**config.mk**
```make
export PLATFORM = sky130hd
export DESIGN_NAME = id_scoreboard
export DESIGN_NICKNAME = d
export VERILOG_FILES = /design/src/rtl/id_scoreboard.sv
export SDC_FILE = /design/constraint.sdc
export NUM_CORES = 1
export LEC_CHECK = 0
export ABC_CLOCK_PERIOD_IN_PS = 7400
export CAP_MARGIN = 10
export CORE_UTILIZATION = 45
export DETAILED_ROUTE_END_ITERATION = 8
export HOLD_SLACK_MARGIN = 0.05
export PLACE_DENSITY = 0.66
export SLEW_MARGIN = 40
export SYNTH_ARGS = -nofsm -noshare
export SYNTH_HDL_FRONTEND = slang
export SYNTH_SLANG_ARGS = --single-unit
```
**constraint.sdc**
```tcl
create_clock -name clk -period 7.4 [get_ports clk]
set_input_delay 1.48 -clock clk [delete_from_list [all_inputs] [get_ports clk]]
set_output_delay 1.48 -clock clk [all_outputs]
set_load 0.02 [all_outputs]
```
**src/rtl/id_scoreboard.sv**
```systemverilog
// Register-hazard scoreboard: per-register in-flight write counters gating instruction issue.
// Tracks RAW hazards on sources, saturation on destinations, and flush/underflow conditions.
module id_scoreboard #(
  parameter int unsigned REGADDR_WIDTH = 5,
  parameter int unsigned CNT_WIDTH     = 2
) (
  input  logic                               clk,
  input  logic                               rst,
  input  logic                               issue_valid,
  input  logic [REGADDR_WIDTH-1:0]           issue_rs_addr,
  input  logic [REGADDR_WIDTH-1:0]           issue_rt_addr,
  input  logic                               issue_rs_used,
  input  logic                               issue_rt_used,
  input  logic [REGADDR_WIDTH-1:0]           issue_wb_addr,
  output logic                               issue_ready,
  input  logic                               retire_valid,
  input  logic [REGADDR_WIDTH-1:0]           retire_addr,
  input  logic                               flush,
  output logic [2**REGADDR_WIDTH-1:0]        busy_mask,
  output logic [REGADDR_WIDTH+CNT_WIDTH-1:0] inflight_total,
  output logic [31:0]                        stall_cycles,
  output logic                               underflow_err
);

  localparam int unsigned NumRegs = 2 ** REGADDR_WIDTH;
  localparam int unsigned TotW    = REGADDR_WIDTH + CNT_WIDTH;
  localparam logic [CNT_WIDTH-1:0] CntMax = {CNT_WIDTH{1'b1}};

  logic [NumRegs-1:0][CNT_WIDTH-1:0] cnt_q, cnt_d;
  logic [31:0]                       stall_q, stall_d;
  logic                              err_q, err_d;
  logic                              issue_fire;
  logic                              rs_hazard, rt_hazard, wb_full;

  // Hazards look only at registered counters; same-cycle retires do not bypass.
  always_comb begin
    rs_hazard   = issue_rs_used && (issue_rs_addr != '0) && (cnt_q[issue_rs_addr] != '0);
    rt_hazard   = issue_rt_used && (issue_rt_addr != '0) && (cnt_q[issue_rt_addr] != '0);
    wb_full     = (issue_wb_addr != '0) && (cnt_q[issue_wb_addr] == CntMax);
    issue_ready = !flush && !rs_hazard && !rt_hazard && !wb_full;
    issue_fire  = issue_valid && issue_ready;
  end

  always_comb begin
    logic inc, ret;
    cnt_d    = cnt_q;
    err_d    = err_q;
    cnt_d[0] = '0;
    for (int unsigned i = 1; i < NumRegs; i++) begin
      inc = issue_fire && (issue_wb_addr == REGADDR_WIDTH'(i));
      ret = retire_valid && (retire_addr == REGADDR_WIDTH'(i));
      if (inc && !ret) begin
        cnt_d[i] = cnt_q[i] + 1'b1;
      end else if (ret && !inc) begin
        if (cnt_q[i] != '0) begin
          cnt_d[i] = cnt_q[i] - 1'b1;
        end else begin
          err_d = 1'b1;
        end
      end
    end
    if (flush) begin
      cnt_d = '0;
    end
  end

  always_comb begin
    stall_d = stall_q;
    if (issue_valid && !issue_ready && (stall_q != 32'hFFFF_FFFF)) begin
      stall_d = stall_q + 32'd1;
    end
  end

  always_ff @(posedge clk or posedge rst) begin
    if (rst) begin
      cnt_q   <= '0;
      stall_q <= '0;
      err_q   <= 1'b0;
    end else begin
      cnt_q   <= cnt_d;
      stall_q <= stall_d;
      err_q   <= err_d;
    end
  end

  always_comb begin
    logic [TotW-1:0] sum;
    sum       = '0;
    busy_mask = '0;
    for (int unsigned i = 1; i < NumRegs; i++) begin
      busy_mask[i] = (cnt_q[i] != '0);
      sum          = sum + TotW'(cnt_q[i]);
    end
    inflight_total = sum;
  end

  assign stall_cycles  = stall_q;
  assign underflow_err = err_q;

endmodule

```
Word level (Yosys, flattened, before mapping)
Cells that the tools add are included.
{ "word_totals": {"reg_bits": 97, "latchBits": 0, "mem_bits_rw": 0, "rom_bits": 0, "inputBits": 27, "out_inout_bits": 73, "wordCells": 718, "memories": 0} }
{ "op_classes": {"add_sub_neg": 93, "mul": 0, "div_mod_pow": 0, "magnitude_cmp": 3, "eq_ne": 64, "shift": 0, "mux": 193, "n_bitwise": 0, "n_reduce_logical": 331} }
{ "ops": {"columns": ["op", "n"], "rows": [
  ["2-to-1 mux 2 bit", 96],
  ["nonzero test 3 bit", 62],
  ["adder 7 x 2 -> 7 bit", 25],
  ["equality test 5 bit, second input constant", 32],
  ["logical AND 1 bit", 135],
  ["2-to-1 mux 1 bit", 93],
  ["equality test 5 x 4 -> 1 bit, second input constant", 16],
  ["logical NOT 1 bit", 67],
  ["nonzero test 2 bit", 33],
  ["2-to-1 mux 64 bit", 1],
  ["adder 2 x 1 -> 2 bit, second input constant", 31],
  ["AND reduction 2 bit", 31],
  ["subtractor 2 x 1 -> 2 bit, second input constant", 31],
  ["equality test 5 x 3 -> 1 bit, second input constant", 8],
  ["adder 32 x 1 -> 32 bit, second input constant", 1],
  ["inequality test 32 bit, second input constant", 1],
  ["binary-select mux 2 bit (select 5 bit)", 3],
  ["equality test 5 x 2 -> 1 bit, second input constant", 4],
  ["less-than comparator 5 x 6 -> 1 bit, second input constant", 3],
  ["nonzero test 5 bit", 3],
  ["equality test 5 x 1 -> 1 bit, second input constant", 2],
  ["adder 6 x 2 -> 7 bit", 1],
  ["adder 5 x 2 -> 6 bit", 1],
  ["adder 4 x 2 -> 5 bit", 1],
  ["3 further kinds", 3]
]} }

Depth between registers and ports, before layout
{ "logic_depth": {"word_depth": 104, "mapped_depth": 19, "depth_no_buf": 19} }

Worst setup path before layout
OpenSTA, ideal clock, no wires.
{ "synth_path": {"path_kind": "reg2out", "startpoint": "register cnt_q[33] in the netlist's numbering", "endpoint": "output port inflight_total[5]", "t_arrival_ns": 5.282, "required_ns": 5.920, "setup_slack_ns": 0.638, "stages_incl_launch_ff": 19, "path_buffers": 0, "cell_sequence": "dfrtp_1 > inv_1 > fa_1 > inv_1 > fa_1 > inv_1 > fa_1 > inv_1 > fa_1 > fa_1 > fa_1 > fa_1 > ha_1 > inv_1 > fa_1 > inv_1 > a21o_1 > a21oi_1 > xnor2_1"} }
{ "synth_between": {"elab_chain_cells": 16} }
{ "synth_lines": {"columns": ["item", "line", "source"], "rows": [
  ["from (decl)", "29", "logic [NumRegs-1:0][CNT_WIDTH-1:0] cnt_q, cnt_d;"],
  ["from (signal assigned)", "80", "cnt_q <= cnt_d;"],
  ["adder 7 x 2 -> 7 bit (16 in series)", "92", "sum = sum + TotW'(cnt_q[i]);"],
  ["to (decl)", "20", "output logic [REGADDR_WIDTH+CNT_WIDTH-1:0] inflight_total,"]
]} }
No other way between the ends.

Worst setup path after layout
{ "layout_path": {"startpoint": "register cnt_q[55] in the netlist's numbering", "endpoint": "output port inflight_total[6]"} }
{ "layout_between": {"elab_chain_cells": 5} }
{ "layout_lines": {"columns": ["item", "line"], "rows": [
  ["adder 7 x 2 -> 7 bit (5 in series)", "92"]
]} }
No other way between the ends.

==> flow_summary.rst <==
.. list-table::
   :header-rows: 1

   * - Metric
     - Value
   * - Area added between synthesis and finish
     - 18.8%
   * - Share of the clock period used by the worst path
     - 97.6%
   * - Most used standard cells in the synthesized netlist
     - 109 x inv_1, 95 x dfrtp_1, 90 x nor2_1, 58 x nand2_1, 57 x fa_1
   * - Hold violation count in the final report
     - 0
   * - H-tree levels
     - 3
   * - Initial DRC Count
     - 672
   * - Number of synthesized register bits
     - 95
   * - Setup Total Neg Slack
     - 0 ns
   * - Post-route cell area
     - 0.0102 mm2
   * - FMAX
     - 138 MHz
   * - Pin slew with the least headroom to its limit
     - 0.873 ns
   * - Worst skew pair latency
     - 0.36 ns
   * - Top FF cell, synth
     - dfrtp_1
   * - Mapped Avg Cell Area
     - 8.79 um2
   * - Total number of yosys warnings
     - 0
   * - Area of placed instances
     - 0.00992 mm2
   * - Total length of routed wires
     - 28000 um
   * - Element type at the critical path end
     - output pin
   * - Rel. slew slack
     - 41.6%
   * - Power Dens Cells
     - 126 mW/mm2
   * - Worst min-delay path class
     - flop to flop
   * - Routed WL per cell
     - 21.3 um
   * - Number of port buffers
     - 98
   * - Post-synthesis sequential area ratio
     - 27.6%
   * - Effective utilization at floorplan
     - 46.0%
   * - Die Span X
     - 140 um
   * - Largest net degree at the start of global routing
     - 57
   * - Biggest area consumer among synthesized cells
     - dfrtp_1
   * - Vias in the first global route
     - 7465
   * - Highest fanout seen on the critical path
     - 4
   * - Top cell by count, worst path
     - fa_1
   * - PostCTS Resize Cnt
     - 4
   * - Clock transition at the registers of the reported paths
     - 0.08 ns
   * - Slowest CP cell
     - fa_1
   * - Ordered cell list for the critical path
     - inv_1 -> fa_1 -> inv_1 -> fa_1 -> fa_1 -> inv_1 -> fa_1 -> inv_1 -> fa_1 -> fa_1 -> fa_1 -> ha_1 -> a21o_1 -> a21oi_2 -> nor2b_1 -> o21ai_0 -> nand2b_1 -> dlygate4sd2_1
   * - Required arrival time at the worst endpoint
     - 5.92 ns
   * - Net Count, Synth
     - 1075
   * - Core area
     - 0.0187 mm2
   * - Count of pins on the block boundary
     - 100
   * - Kind of start point of the critical path
     - flop
   * - Number of max-cap violations
     - 0
   * - Post-route ant nets
     - 0
   * - Row cnt
     - 50
   * - Total congestion overflow
     - 0
   * - Minimum period implied by the final worst setup slack
     - 7.22 ns
   * - Leakage
     - 4.56 nW
   * - Number of sinks handled by clock tree synthesis
     - 95
   * - First-pass GRT wire length
     - 43100 um
   * - Cell with the most instances after synthesis
     - inv_1
   * - Setup Crit Path Kind
     - flop to output pin
   * - Final-layout worst hold slack
     - 0.493 ns
   * - Drc violations
     - 0
   * - Total vias in the final route
     - 8009
   * - Count of flip-flops with a built-in enable after synthesis
     - 0
   * - Maximum single-stage delay on the critical path
     - 0.54 ns
   * - CTS tree
     - yes
   * - Area enclosed by the die boundary
     - 0.0197 mm2
   * - Maximum vdd drop
     - 148 uV
   * - Initial antenna violation count
     - 0
   * - Final Slew Violations
     - 0
   * - Distinct cell type count after synthesis
     - 71
   * - Clock tree root driver cell
     - clkbuf_16
   * - Post-CTS Setup Inserts
     - 0
   * - Longest Clk Path Bufs
     - 2
   * - Number of buffers created by CTS
     - 9
   * - Final #Nets
     - 1174
   * - Antenna diodes
     - 0
   * - RSZ-0062 raised after global routing
     - yes
   * - Final core utilization
     - 54.6%
   * - Result of the run
     - finished clean
   * - GPL Wtd Cong
     - 0.943
   * - Fraction of registers with async set or reset after synthesis
     - 100%
   * - Drt via density
     - 6.09
   * - Largest cells by area after synthesis
     - dfrtp_1 28%, fa_1 13%, mux4_2 5.2%
   * - All-layer global routing usage
     - 29.3%
   * - First-pass detailed-route iteration total
     - 5
   * - Max Clock Skew
     - 0.00904 ns
   * - Hold_buf cts
     - 0
   * - Final setup viols
     - 0
   * - Top cell type's share of synthesized area
     - 27.6%
   * - Fraction of final layout cells sized beyond drive strength 1
     - 8.96%
   * - Mapped Area
     - 0.00860 mm2
   * - Half-perimeter wire length after detailed placement
     - 22000 um
   * - Cells after synthesis
     - 978
   * - Arrival time of data at the critical path endpoint
     - 5.74 ns
   * - Height of the die
     - 140 um
-- report_power, final --
| group | leakage, nW | internal [mW] | total, mW | switching, mW |
|---|---|---|---|---|
| registers | 1.30 | 0.537 | 0.560 | 0.0231 |
| logic | 3.11 | 0.0953 | 0.252 | 0.157 |
| clock network | 0.144 | 0.240 | 0.479 | 0.239 |
| total | 4.56 | 0.872 | 1.29 | 0.419 |
-- layout make-up --
cell class | instances | area [um2]
timing repair buffer | 129 | 1200
clock buffer | 9 | 225
inverter | 109 | 412
sequential | 95 | 2380
fill | 1734 | 8490
clock inverter | 7 | 70.1
multi-input combinational | 733 | 5640
tap | 234 | 293
-- path summary, 6_finish.rpt --
| check | slack [ns] | endpoint | from | cells after the start |
|---|---|---|---|---|
| worst max-delay path | 0.18 | inflight_total[6] | cnt_q[55]$_DFFE_PP0P_ | 18 |
| worst min-delay path | 0.49 | stall_cycles[11]$_DFFE_PP0P_ | stall_cycles[11]$_DFFE_PP0P_ | 1 |
| worst max register to register | 3.16 | underflow_err$_DFF_PP0_ | cnt_q[30]$_DFFE_PP0P_ | 11 |
| worst min register to register | 0.49 | stall_cycles[11]$_DFFE_PP0P_ | stall_cycles[11]$_DFFE_PP0P_ | 1 |
| max in group asynchronous | 4.78 | cnt_q[40]$_DFFE_PP0P_ | rst | 3 |
| min in group asynchronous | 1.52 | cnt_q[12]$_DFFE_PP0P_ | rst | 2 |
-- critical path: cells and delay by family (launching register included) --
kind	cells	cell delay (ns)
adder cells (fa/ha/maj)	8	3.75
buffers and inverters	5	0.58
AO/OA/AOI/OAI	3	0.50
flip-flops	1	0.40
AND/OR/NAND/NOR	2	0.12
-- logic make-up (layout without fill, tap and decap cells) --
family	count (synthesis)	after routing	share of synthesized area, %
and+or+nand+nor	368	368	22.2
AOI/OAI and AO/OA	227	227	17.8
buffers and inverters	150	254	7.04
DFF	95	95	27.6
adders and majority gates	70	70	15.2
xor gates and xnor gates	39	39	3.97
muxes	28	28	6.21
other	1	1	0.0436
-- per-stage QoR --
stage | instances | total power [mW] | setup slack, ns
global route | 1316 | 1.34 | -0.0413
global placement | 1300 | 0.818 | 0.171
detailed placement | 1300 | 0.819 | 0.114
finish | 1316 | 1.29 | 0.178
floorplan | 978 | 0.714 | 0.638
CTS | 1316 | 1.30 | 0.00796
-- layout by cell type (no fill, tap or decap), types with 8 or more instances in the layout --
master and instances:
clkbuf_16 9, buf_4 32, a31oi_1 8, o21ai_0 43
and3_1 21, nor3_1 50, nor2_1 89, ha_1 13
nand4_1 9, nand2_1 58, o2111ai_1 10, dfrtp_1 94
nand3_1 37, nor4_1 15, mux4_2 20, nand2b_1 26
nor2b_1 12, o31ai_1 14, a211oi_1 36, fa_1 57
xor2_1 16, inv_1 108, clkdlybuf4s50_1 91, o21a_1 20
a21oi_1 49, and4_1 9, xnor2_1 23
-- sequential cells by signal, summed over array words and instances, names as in the netlist --
signal         cells
underflow_err      1
stall_cycles      32
cnt_q             62
-- layer usage --
layer	GRT usage (%)	share of wire, %	up-vias
li1	-	-	3649
met1	41.2	43	3910
met2	44.3	45	401
met3	7.35	10	49
met4	8.85	2.1	0
met5	0	0	-
Note: power is estimated with default switching activity, not from simulation.
